## config.mk

```make
export PLATFORM = sky130hd
export DESIGN_NAME = var_delay
export DESIGN_NICKNAME = d
export VERILOG_FILES = /design/src/rtl/var_delay.sv
export SDC_FILE = /design/constraint.sdc
export NUM_CORES = 1
export LEC_CHECK = 0
export CELL_PAD_IN_SITES_DETAIL_PLACEMENT = 0
export CELL_PAD_IN_SITES_GLOBAL_PLACEMENT = 1
export CORE_ASPECT_RATIO = 0.9
export CORE_UTILIZATION = 58
export CTS_BUF_LIST = sky130_fd_sc_hd__clkbuf_2 sky130_fd_sc_hd__clkbuf_4 sky130_fd_sc_hd__clkbuf_8
export DETAILED_ROUTE_END_ITERATION = 12
export GPL_TIMING_DRIVEN = 1
export PLACE_DENSITY = 0.95
export SLEW_MARGIN = 30
export SYNTH_ARGS = -nofsm -noshare
export SYNTH_HDL_FRONTEND = slang
export SYNTH_SLANG_ARGS = --single-unit
```

## constraint.sdc

```tcl
create_clock -name clk -period 7.5 [get_ports clk]
set_input_delay 1.5 -clock clk [delete_from_list [all_inputs] [get_ports clk]]
set_output_delay 1.5 -clock clk [all_outputs]
set_load 0.05 [all_outputs]
```

## src/rtl/var_delay.sv

```systemverilog
// Runtime-programmable delay line with valid gating and fill tracking.
// Optional VAR_DELAY_SHRINK_KEEP_EN: shrinking the delay while ready keeps the current epoch.
module var_delay #(
  parameter int unsigned WIDTH   = 8,
  parameter int unsigned MAX_DEL = 16,
  parameter int unsigned DEF_DEL = 1,
  localparam int unsigned DW     = $clog2(MAX_DEL + 1)
) (
  input  logic             clk,
  input  logic             rst_n,
  input  logic             ce,
  input  logic [WIDTH-1:0] din,
  input  logic             din_vld,
  input  logic [DW-1:0]    del_cfg,
  input  logic             del_load,
  output logic [WIDTH-1:0] dout,
  output logic             dout_vld,
  output logic [DW-1:0]    del_cur,
  output logic             ready,
  output logic             cfg_err
);

  localparam int unsigned AW = $clog2(MAX_DEL);

  typedef enum logic {StFill, StRun} state_e;

  state_e           state_q;
  logic [AW-1:0]    wr_ptr_q, wr_ptr_nxt, rd_idx;
  logic [DW-1:0]    fill_cnt_q, del_cur_q, d_eff;
  logic [WIDTH-1:0] dout_q;
  logic             dout_vld_q, cfg_err_q;
  logic             clamp, fill_ok, keep, restart;
  logic [WIDTH:0]   rd_entry;
  int unsigned      rd_sum;

  // Buffer is never reset; fill_cnt gating hides stale contents.
  logic [WIDTH:0]   mem [MAX_DEL];

  always_ff @(posedge clk) begin
    if (rst_n && ce) mem[wr_ptr_q] <= {din_vld, din};
  end

  always_comb begin
    wr_ptr_nxt = (wr_ptr_q == AW'(MAX_DEL - 1)) ? '0 : wr_ptr_q + 1'b1;
    // Offset by MAX_DEL so the subtraction never goes negative.
    rd_sum = 32'(wr_ptr_q) + MAX_DEL + 1 - 32'(del_cur_q);
    if (rd_sum >= MAX_DEL) rd_sum = rd_sum - MAX_DEL;
    rd_idx   = AW'(rd_sum);
    rd_entry = (del_cur_q == DW'(1)) ? {din_vld, din} : mem[rd_idx];
    fill_ok  = fill_cnt_q >= (del_cur_q - DW'(1));

    clamp = (del_cfg == '0) || (del_cfg > DW'(MAX_DEL));
    if (del_cfg == '0)                 d_eff = DW'(1);
    else if (del_cfg > DW'(MAX_DEL))   d_eff = DW'(MAX_DEL);
    else                               d_eff = del_cfg;

`ifdef VAR_DELAY_SHRINK_KEEP_EN
    keep = (state_q == StRun) && (d_eff <= del_cur_q);
`else
    keep = 1'b0;
`endif
    restart = del_load && !keep;
  end

  always_ff @(posedge clk) begin
    if (!rst_n) begin
      state_q    <= StFill;
      wr_ptr_q   <= '0;
      fill_cnt_q <= '0;
      del_cur_q  <= DW'(DEF_DEL);
      dout_q     <= '0;
      dout_vld_q <= 1'b0;
      cfg_err_q  <= 1'b0;
    end else begin
      cfg_err_q <= 1'b0;
      if (ce) begin
        wr_ptr_q   <= wr_ptr_nxt;
        if (fill_cnt_q != DW'(MAX_DEL)) fill_cnt_q <= fill_cnt_q + DW'(1);
        dout_q     <= rd_entry[WIDTH-1:0];
        dout_vld_q <= rd_entry[WIDTH] && fill_ok && !restart;
        if (fill_ok) state_q <= StRun;
      end
      // A one-cycle delay needs no history, so it is ready immediately.
      if (del_cur_q == DW'(1)) state_q <= StRun;
      if (del_load) begin
        del_cur_q <= d_eff;
        cfg_err_q <= clamp;
        if (restart) begin
          fill_cnt_q <= '0;
          state_q    <= StFill;
        end
      end
    end
  end

  assign dout     = dout_q;
  assign dout_vld = dout_vld_q;
  assign del_cur  = del_cur_q;
  assign ready    = (state_q == StRun);
  assign cfg_err  = cfg_err_q;

endmodule

```

==> metrics.md, run 1 <==
| Metric | Value |
|---|---|
| Status | `complete, no violations` |
| Root Buffer | `clkbuf_8` |
| Drt pass-1 iters | `6` |
| Worst slew margin | `42.3%` |
| Drt total wl | `15.1 mm` |
| Crit Reg-Reg Endpoint | `dout[1]` |
| RSZ-0062 raised after global routing | `no` |
| Setup crit end kind | `flip-flop` |
| Yosys reg bits | `169` |
| Internal power | `1.48 mW` |
| Final #Nets | `487` |
| Core area | `11600 µm²` |
| TritonCTS Buffers | `17` |
| R2R depth | `11` |
| Fillers | `739` |
| Share of cells above drive strength 1 | `19.5%` |
| Clock Sinks | `169` |
| Sw Share | `24.3%` |
| Reg2reg setup slack | `4.11 ns` |
| Clock share of power | `33.0%` |
| Mean Syn Cell Area | `17.3 µm²` |
| Num rows | `37` |
| Grt total ovfl | `0` |
| DRC viols | `0` |
| CP arrival | `3.86 ns` |
| Min-Delay Path Depth | `2` |
| CTS Buffer Depth | `2` |
| Skew final | `0.00862 ns` |
| Synthesis-to-finish area growth | `12.9%` |
| Period utilisation layout | `50.0%` |
| Chip height | `107 µm` |
| CTS clk-pin slew, worst paths | `0.08 ns` |
| Cells after Synth | `408` |
| Hold_sp | `dout_vld` |
| Startpoint Class | `input port` |
| Slew Limit Fails | `0` |
| Setup violators final | `0` |
| CP required | `7.61 ns` |
| Starting Density | `60.7%` |
| Routed Antenna Nets | `0` |
| MaxCap Viol Count | `0` |
| CTS tree | `yes` |
| GRT Util Overall | `26.6%` |
| Routability-driven placement congestion ratio | `0.886` |
| First-pass GRT wire length | `23.2 mm` |
| Fmax | `0.266 GHz` |
| Resized cells post-CTS | `0` |
| Sequential fraction of the synthesis area | `68.5%` |
| Pwr dens | `246 nW/µm²` |
| Io pins | `34` |
| Combinational Power Share | `13.9%` |
| Ant diodes | `0` |
| Post-Syn Area | `7050 µm²` |
| Synth warn | `0` |
| Initial antenna violation count | `0` |
| Die area | `12600 µm²` |
| DRT iter0 DRCs | `439` |
| Switching pwr | `0.477 mW` |
| Hold Violations, Final | `0` |
| Lkg Pwr | `2.67 nW` |
| Largest net degree at the start of global routing | `41` |
| Hold endpoint | `dout_vld` |
| Net count after synthesis | `446` |
| Worst-path maximum fanout | `28` |
| Post-layout min period | `3.75 ns` |
| Sequential share of power | `53.1%` |
| Buffers on Ports | `33` |
| Worst-margin pin slew | `0.862 ns` |
| Chip width | `118 µm` |
| Fin Setup TNS | `0 ns` |
| Wirelength per Cell | `24.5 µm` |
| Vias after detailed routing | `3785` |
| Critical path type | `input port to flip-flop` |
| Worst min path class | `flip-flop to flip-flop` |
| Peak supply drop | `178 µV` |
| CTS hold repair buffers | `0` |
| Vias/cell | `6.13` |
| Total chip power | `1.96 mW` |
| H-tree levels | `4` |
| Vias in the first global route | `3697` |
| Post-DP HPWL | `10.0 mm` |
| Skew-Pair Late Insertion Delay | `0.46 ns` |
| Post-CTS setup buffers | `0` |
| Yosys cell types | `42` |
| Worst r2r src | `wr_ptr_q[1]` |
## critical path, stage by stage
cell             delay [ns]
clkdlybuf4s50_1        1.04
nand2_1                0.36
nor3b_1                0.49
and2_1                 0.47
## cells in the final DEF (no fill, tap or decap), types with 13 or more instances in the layout
master / Yosys / routed
a21oi_1: 14 / 14
and2_1: 20 / 20
clkbuf_8: 0 / 17
clkdlybuf4s50_1: 0 / 33
dfxtp_1: 25 / 25
edfxtp_1: 144 / 144
ha_1: 19 / 18
inv_1: 15 / 15
mux2_2: 17 / 17
mux4_2: 32 / 32
o21ai_0: 13 / 13
## how the worst max path moves through the flow
| stage | start | to | cells past startpoint |
|---|---|---|---|
| 2_1_floorplan | del_cur[2] | dout[6] | 10 |
| 3_3_place_gp | ce | mem[4][0] | 4 |
| 4_1_cts | ce | mem[7][2] | 4 |
| 3_5_place_dp | ce | mem[4][3] | 4 |
| 6_report | ce | mem[7][0] | 4 |
| 5_1_grt | ce | mem[4][5] | 4 |
## kinds of logic (layout without fill, tap and decap cells)
group / Yosys count / in the layout / synth area share [%]
buffers and inverters: 34 / 87 / 2.15
and+or+nand+nor: 67 / 67 / 5.20
muxes: 60 / 60 / 14.5
xor gates and xnor gates: 11 / 11 / 1.58
adders and majority gates: 20 / 20 / 3.66
AOI/OAI and AO/OA: 47 / 47 / 4.42
DFF: 169 / 169 / 68.5
## metal layers
metal	share of wire, %	vias to the layer above	track usage (%)	wire length, µm
li1	-	1684	-	-
met1	43	1893	38.8	6460
met2	46	192	38.4	6980
met3	9.2	16	6.81	1390
met4	1.7	0	11.1	259
met5	0	-	0	0
## Yosys cell counts
cell,count,area share (%)
edfxtp_1,144,61
mux4_2,32,10
dfxtp_1,25,7.1
and2_1,20,1.8
ha_1,19,3.4
mux2_2,17,2.7
inv_1,15,0.80
a21oi_1,14,0.99
clkbuf_1,13,0.69
o21ai_0,13,0.92
nor2_1,12,0.64
nand2_1,10,0.53
mux2i_1,9,1.3
a222oi_1,8,1.1
xor2_1,5,0.62
nand3_1,4,0.28
nor3_1,4,0.28
nor3b_1,4,0.43
xnor2_1,4,0.50
nand2b_1,3,0.27
nor2b_1,3,0.27
a21o_1,2,0.21
a311o_1,2,0.28
a31oi_1,2,0.18
buf_4,2,0.21
buf_6,2,0.32
mux2_1,2,0.32
nand4_1,2,0.18
o31ai_1,2,0.21
xnor2_2,2,0.46
a21boi_0,1,0.11
a2bb2oi_1,1,0.12
and3b_1,1,0.12
buf_1,1,0.053
buf_2,1,0.071
fa_1,1,0.28
nand3b_1,1,0.11
nor4_1,1,0.089
nor4b_1,1,0.12
o311ai_0,1,0.12
o41ai_1,1,0.12
or4_1,1,0.11
## stage by stage
step / setup slack, ns / utilization [%] / area (µm²) / hold slack [ns] / instances
after detailed placement: 3.35 / 65.0 / 7560 / 0.512 / 586
after CTS: 3.84 / 68.5 / 7960 / 0.526 / 617
after global placement: 3.41 / 65.0 / 7550 / 0.501 / 586
final: 3.75 / 68.5 / 7960 / 0.524 / 617
after floorplan: 4.42 / - / 7050 / 0.507 / 408
after global routing: 3.63 / 68.5 / 7960 / 0.550 / 617
## power by group through the flow
stage,clock (mW),combinational (mW),sequential [mW]
finish,0.647,0.273,1.04
global route,0.691,0.288,1.04
CTS,0.656,0.274,1.04
detailed placement,0,0.272,1.06
global placement,0,0.265,1.06
floorplan,0,0.160,1.08
## flip-flops by register name, indices dropped and copies added, names as in the netlist
signal / cells
ready: 1
cfg_err: 1
fill_cnt_q: 5
dout: 8
del_cur: 5
wr_ptr_q: 4
mem: 144
dout_vld: 1
## cell type report
type	count	area (µm²)	area share (%)
clock buffers	19	249	3.13
clock inverters	12	151	1.90
inverters	15	56.3	0.707
multi-input cells	205	2090	26.3
flip-flops and latches	169	4820	60.6
well taps	156	195	2.45
repair buffers	41	390	4.90
Note: power is estimated with default switching activity, not from simulation.
==> inputs of run 2 (changes only) <==
- CORE_UTILIZATION: 58 -> 54
- PLACE_DENSITY: 0.95 -> 0.94
- clock period: 7.5 -> 3.5 ns (I/O delays scaled with it)
==> metrics.md, run 2 (same netlist as run 1, synthesis figures left out) <==
| Metric | Value |
|---|---|
| CP required | `3.84 ns (was 7.61 ns)` |
| Post-layout min period | `3.22 ns` |
| RSZ-0062 raised after global routing | `no (unchanged)` |
| Most frequent cells in the layout | `edfxtp_1, clkdlybuf4s50_1, mux4_2, dfxtp_1, and2_1 (unchanged)` |
| Routability-driven placement congestion ratio | `0.782 (was 0.886)` |
| CTS tree | `yes (unchanged)` |
| H-tree levels | `4 (unchanged)` |
| Period utilisation layout | `92.1%` |
| Most common cell after layout, fill and taps aside | `edfxtp_1 (unchanged)` |
| Ant diodes | `0 (unchanged)` |
| Buffers on Ports | `33 (unchanged)` |
| Most flops, register | `mem (unchanged)` |
| Area of the multi-input gates | `2090 µm² (unchanged)` |
| CP peak stage delay | `0.59 ns (was 1.04 ns)` |
| Starting Density | `55.6% (was 60.7%)` |
| Critical path, cell by cell | `inv_1 > ha_1 > inv_1 > ha_1 > inv_1 > fa_1 > xor2_1 > xnor2_4 > mux2_2 > a222oi_1 > a21oi_1 (was clkdlybuf4s50_1 > nand2_1 > nor3b_1 > and2_1)` |
| Fin Setup TNS | `0 ns (unchanged)` |
| Worst-margin pin slew | `0.735 ns (was 0.862 ns)` |
| Clock Sinks | `169 (unchanged)` |
| CP max-delay cell | `xnor2_4 (was clkdlybuf4s50_1)` |
| Die area | `13500 µm² (was 12600 µm²)` |
| Grt total ovfl | `0 (unchanged)` |
| Root Buffer | `clkbuf_8 (unchanged)` |
| Hold Violations, Final | `0 (unchanged)` |
| Final core occ | `63.0% (was 68.5%)` |
| Core area | `12700 µm² (was 11600 µm²)` |
| Critical path type | `flip-flop to flip-flop (was input port to flip-flop)` |
| Metal3 WL | `1.21 mm (was 1.39 mm)` |
| CTS clk-pin slew, worst paths | `0.08 ns (about the same)` |
| CP bufs+invs | `3 (was 1)` |
| Drt pass-1 iters | `5 (was 6)` |
| Startpoint Class | `flip-flop (was input port)` |
| TritonCTS Buffers | `17 (unchanged)` |
| Vias/cell | `5.96 (was 6.13)` |
| Wirelength per Cell | `21.9 µm (was 24.5 µm)` |
| Fin area | `7990 µm² (was 7960 µm²)` |
| Worst slew margin | `50.8% (was 42.3%)` |
| Share of cells above drive strength 1 | `20.1% (was 19.5%)` |
| CTS Buffer Depth | `2 (unchanged)` |
| Post-DP HPWL | `8.74 mm (was 10.0 mm)` |
| Total chip power | `4.15 mW (was 1.96 mW)` |
| GRT Util Overall | `22.8% (was 26.6%)` |
| Worst-path maximum fanout | `18 (was 28)` |
| CTS hold repair buffers | `0 (unchanged)` |
| DRT iter0 DRCs | `339 (was 439)` |
| DRC viols | `0 (unchanged)` |
| Seq. cell area | `4820 µm² (unchanged)` |
| Max reg flops | `144 (unchanged)` |
| Cell mode on critical path | `inv_1` |
| Worst min path class | `flip-flop to flip-flop (unchanged)` |
| Synthesis-to-finish area growth | `13.3% (was 12.9%)` |
| Setup violators final | `0 (unchanged)` |
| Routed Antenna Nets | `0 (unchanged)` |
| Vias in the first global route | `3727 (was 3697)` |
| Met1 wire length | `5.93 mm (was 6.46 mm)` |
| Post-CTS setup buffers | `0 (unchanged)` |
| CP arrival | `3.56 ns (was 3.86 ns)` |
| Fmax | `0.310 GHz` |
| Slew Limit Fails | `0 (unchanged)` |
| Initial antenna violation count | `1 (was 0)` |
| DR WL met2 | `6.37 mm (was 6.98 mm)` |
| Lkg Pwr | `2.69 nW (was 2.67 nW)` |
| Pwr dens | `519 nW/µm² (was 246 nW/µm²)` |
| Status | `complete, no violations (unchanged)` |
| Peak supply drop | `376 µV (was 178 µV)` |
| Largest net degree at the start of global routing | `41 (unchanged)` |
| MaxCap Viol Count | `0 (unchanged)` |
| Io pins | `34 (unchanged)` |
| Resized cells post-CTS | `1 (was 0)` |
| Setup crit end kind | `flip-flop (unchanged)` |
| Drt total wl | `13.7 mm (was 15.1 mm)` |
| DR top layer | `met4 (unchanged)` |
| Skew-Pair Late Insertion Delay | `0.46 ns (about the same)` |
| Vias after detailed routing | `3737 (was 3785)` |
| Final #Nets | `488 (was 487)` |
| Post-Place Cell Area | `7590 µm² (was 7560 µm²)` |
| Crit-path leading delay family | `XOR/XNOR gates (was simple AND/OR/NAND/NOR gates)` |
| Chip width | `122 µm (was 118 µm)` |
| Num rows | `39 (was 37)` |
| Skew final | `0.0114 ns (was 0.00862 ns)` |
| Chip height | `110 µm (was 107 µm)` |
| First-pass GRT wire length | `21.1 mm (was 23.2 mm)` |
| Fillers | `888 (was 739)` |
-- run 2: changes by cell type in the layout (fill, tap and decap cells not counted), moves of 2 or more --
cell,change
clkinv_2,+4
clkbuf_8,+2
buf_12,+2
clkinv_4,-2
-- run 2: metal layers --
layer	GRT usage, %	vias to the layer above
li1	-	1695
met3	7.00	21
met1	32.3	1868
met5	0	-
met4	9.93	0
met2	32.7	153
-- run 2: cell type report --
class / count / area share, %
tap: 164 / 2.57
sequential: 169 / 60.4
inverter: 15 / 0.705
multi-input combinational: 205 / 26.2
clock inverter: 10 / 1.30
timing repair buffer: 42 / 5.29
clock buffer: 22 / 3.56
-- run 2: power breakdown --
| part | total (mW) | switching, mW | internal [mW] |
|---|---|---|---|
| logic | 0.578 | 0.311 | 0.267 |
| registers | 2.23 | 0.0205 | 2.21 |
| clock network | 1.34 | 0.656 | 0.686 |
-- run 2: worst min-delay path, cell delays in order (launching register included) --
cell	delay (ns)
dfxtp_1	0.32
nand3b_1	0.08
o31ai_1	0.07
-- run 2: final timing paths --
path	startpoint	end	slack (ns)	cells after the start
max	wr_ptr_q[1]	dout[0]	0.28	11
min	dout_vld	dout_vld	0.51	2
max reg2reg	wr_ptr_q[1]	dout[0]	0.28	11
min reg2reg	dout_vld	dout_vld	0.51	2
-- run 2: metrics by stage --
step | setup slack, ns | cells | hold WS (ns)
final | 0.277 | 627 | 0.509
after global routing | 0.0763 | 627 | 0.553
after global placement | 0.242 | 595 | 0.497
after detailed placement | 0.0168 | 595 | 0.491
after floorplan | 0.419 | 408 | 0.507
after CTS | 0.273 | 627 | 0.510
==> inputs of run 3 (changes only) <==
- CORE_UTILIZATION: 54 -> 48
- PLACE_DENSITY: 0.94 -> 0.89
- SKIP_CTS_REPAIR_TIMING: unset -> 1
- clock period: 3.5 -> 2.8 ns (I/O delays scaled with it)
==> metrics.md, run 3 (same netlist as run 1, synthesis figures left out) <==
| Metric | Value |
|---|---|
| Max reg flops | `144 (unchanged)` |
| Worst slew margin | `48.0% (was 50.8%)` |
| Critical path type | `flip-flop to flip-flop (unchanged)` |
| Combinational Power Share | `15.6% (was 13.9%)` |
| DRT iter0 DRCs | `510 (was 339)` |
| Io pins | `34 (unchanged)` |
| TritonCTS Buffers | `17 (unchanged)` |
| Drt total wl | `14.6 mm (was 13.7 mm)` |
| Vias in the first global route | `3848 (was 3727)` |
| Post-layout min period | `2.75 ns (was 3.22 ns)` |
| Fillers | `1092 (was 888)` |
| Peak supply drop | `301 µV (was 376 µV)` |
| Placed Cells | `639 (was 595)` |
| Routability-driven placement congestion ratio | `0.769 (was 0.782)` |
| Chip height | `117 µm (was 110 µm)` |
| Startpoint Class | `flip-flop (unchanged)` |
| Wirelength per Cell | `21.5 µm (was 21.9 µm)` |
| Die area | `15200 µm² (was 13500 µm²)` |
| H-tree levels | `4 (unchanged)` |
| Skew-Pair Late Insertion Delay | `0.45 ns (was 0.46 ns)` |
| Clock Sinks | `169 (unchanged)` |
| Core area | `14200 µm² (was 12700 µm²)` |
| Largest net degree at the start of global routing | `41 (unchanged)` |
| Fmax | `0.363 GHz (was 0.310 GHz)` |
| Fin Setup TNS | `0 ns (unchanged)` |
| First-pass GRT wire length | `22.0 mm (was 21.1 mm)` |
| Hold Violations, Final | `0 (unchanged)` |
| Sw Share | `25.2% (was 23.8%)` |
| Internal power | `3.96 mW (was 3.16 mW)` |
| Initial antenna violation count | `0 (was 1)` |
| Period utilisation layout | `98.3% (was 92.1%)` |
| CTS clk-pin slew, worst paths | `0.08 ns (about the same)` |
| CP arrival | `3.12 ns (was 3.56 ns)` |
| Share of cells above drive strength 1 | `26.2% (was 20.1%)` |
| CP required | `3.17 ns (was 3.84 ns)` |
| Setup crit end kind | `flip-flop (unchanged)` |
| Vias after detailed routing | `3878 (was 3737)` |
| Post-DP HPWL | `9.20 mm (was 8.74 mm)` |
| Slew Limit Fails | `0 (unchanged)` |
| CTS Buffer Depth | `2 (unchanged)` |
| Fin cells | `677 (was 627)` |
| GRT Util Overall | `20.5% (was 22.8%)` |
| Min Hold Slack | `0.524 ns (was 0.509 ns)` |
| Fin area | `8320 µm² (was 7990 µm²)` |
| RSZ-0062 raised after global routing | `yes (was no)` |
| Vias/cell | `5.73 (was 5.96)` |
| Starting Density | `49.8% (was 55.6%)` |
| Post-Place Cell Area | `7770 µm² (was 7590 µm²)` |
| Most frequent cells in the layout | `edfxtp_1, clkdlybuf4s50_1, mux4_2, buf_4, dfxtp_1 (was edfxtp_1, clkdlybuf4s50_1, mux4_2, dfxtp_1, and2_1)` |
| Grt total ovfl | `0 (unchanged)` |
| Crit path setup slack, layout | `0.0481 ns (was 0.277 ns)` |
| Root Buffer | `clkbuf_8 (unchanged)` |
| Dpl ws | `-0.0415 ns (was 0.0168 ns)` |
| Routed Antenna Nets | `0 (unchanged)` |
| Chip width | `130 µm (was 122 µm)` |
| Status | `complete, no violations (unchanged)` |
| Synthesis-to-finish area growth | `18.0% (was 13.3%)` |
| Lkg Pwr | `2.82 nW (was 2.69 nW)` |
| Clock share of power | `31.9% (was 32.3%)` |
| Most common cell after layout, fill and taps aside | `edfxtp_1 (unchanged)` |
| Ant diodes | `0 (unchanged)` |
| Pwr dens | `637 nW/µm² (was 519 nW/µm²)` |
| CTS tree | `yes (unchanged)` |
| Setup violators final | `0 (unchanged)` |
| Sequential share of power | `52.6% (was 53.7%)` |
| DRC viols | `0 (unchanged)` |
| MaxCap Viol Count | `0 (unchanged)` |
| Drt pass-1 iters | `6 (was 5)` |
| Switching pwr | `1.33 mW (was 0.987 mW)` |
| Reg2reg setup slack | `0.05 ns (was 0.28 ns)` |
| Skew final | `0.00927 ns (was 0.0114 ns)` |
| Num rows | `41 (was 39)` |
| Worst-path maximum fanout | `8 (was 18)` |
| Buffers on Ports | `33 (unchanged)` |
| Most flops, register | `mem (unchanged)` |
| Final #Nets | `509 (was 488)` |
| Worst min path class | `flip-flop to flip-flop (unchanged)` |
| Worst-margin pin slew | `0.778 ns (was 0.735 ns)` |
[run 3: area by class of cell]
class,instances,area [µm²],share of cell area (%)
Timing Repair Buffer,63,641,7.70
Multi-Input combinational cell,205,2150,25.9
Clock inverter,15,154,1.85
Tap cell,193,241,2.90
Clock buffer,17,234,2.81
Sequential cell,169,4830,58.1
Inverter,15,58.8,0.707
[run 3: power groups by stage]
stage	Clock [mW]	Combinational, mW	Sequential (mW)
finish	1.69	0.824	2.78
global route	1.81	0.877	2.79
CTS	1.71	0.758	2.78
detailed placement	0	0.751	2.84
global placement	0	0.731	2.84
floorplan	0	0.427	2.90
[run 3: worst paths after layout]
check / depth (start not counted) / startpoint / to
max: 11 / wr_ptr_q[1] / dout[3]
min: 2 / ready / ready
max reg2reg: 11 / wr_ptr_q[1] / dout[3]
min reg2reg: 2 / ready / ready
[run 3: per-stage QoR]
| stage | total power, mW | utilization (%) |
|---|---|---|
| 2_1_floorplan | 3.33 | - |
| 3_3_place_gp | 3.57 | 54.9 |
| 3_5_place_dp | 3.59 | 54.9 |
| 4_1_cts | 5.25 | 57.6 |
| 5_1_grt | 5.48 | 58.7 |
| 6_report | 5.29 | 58.7 |
[run 3: per-layer routing]
metal  global-route usage, %  part of all wire [%]  vias to the layer above
li1                        -                     -                     1725
met1                    28.8                    42                     1999
met2                    31.3                    49                      141
met3                    5.73                   7.6                       13
met4                    6.67                  0.92                        0
met5                       0                     0                        -
[run 3: worst max-delay path, stage by stage, from the launching register on]
cell	delay, ns
dfxtp_2	0.34
inv_2	0.05
ha_4	0.24
inv_4	0.05
ha_4	0.11
inv_2	0.03
fa_2	0.63
buf_4	0.16
inv_1	0.07
nor2_1	0.61
a222oi_1	0.16
a21oi_1	0.21
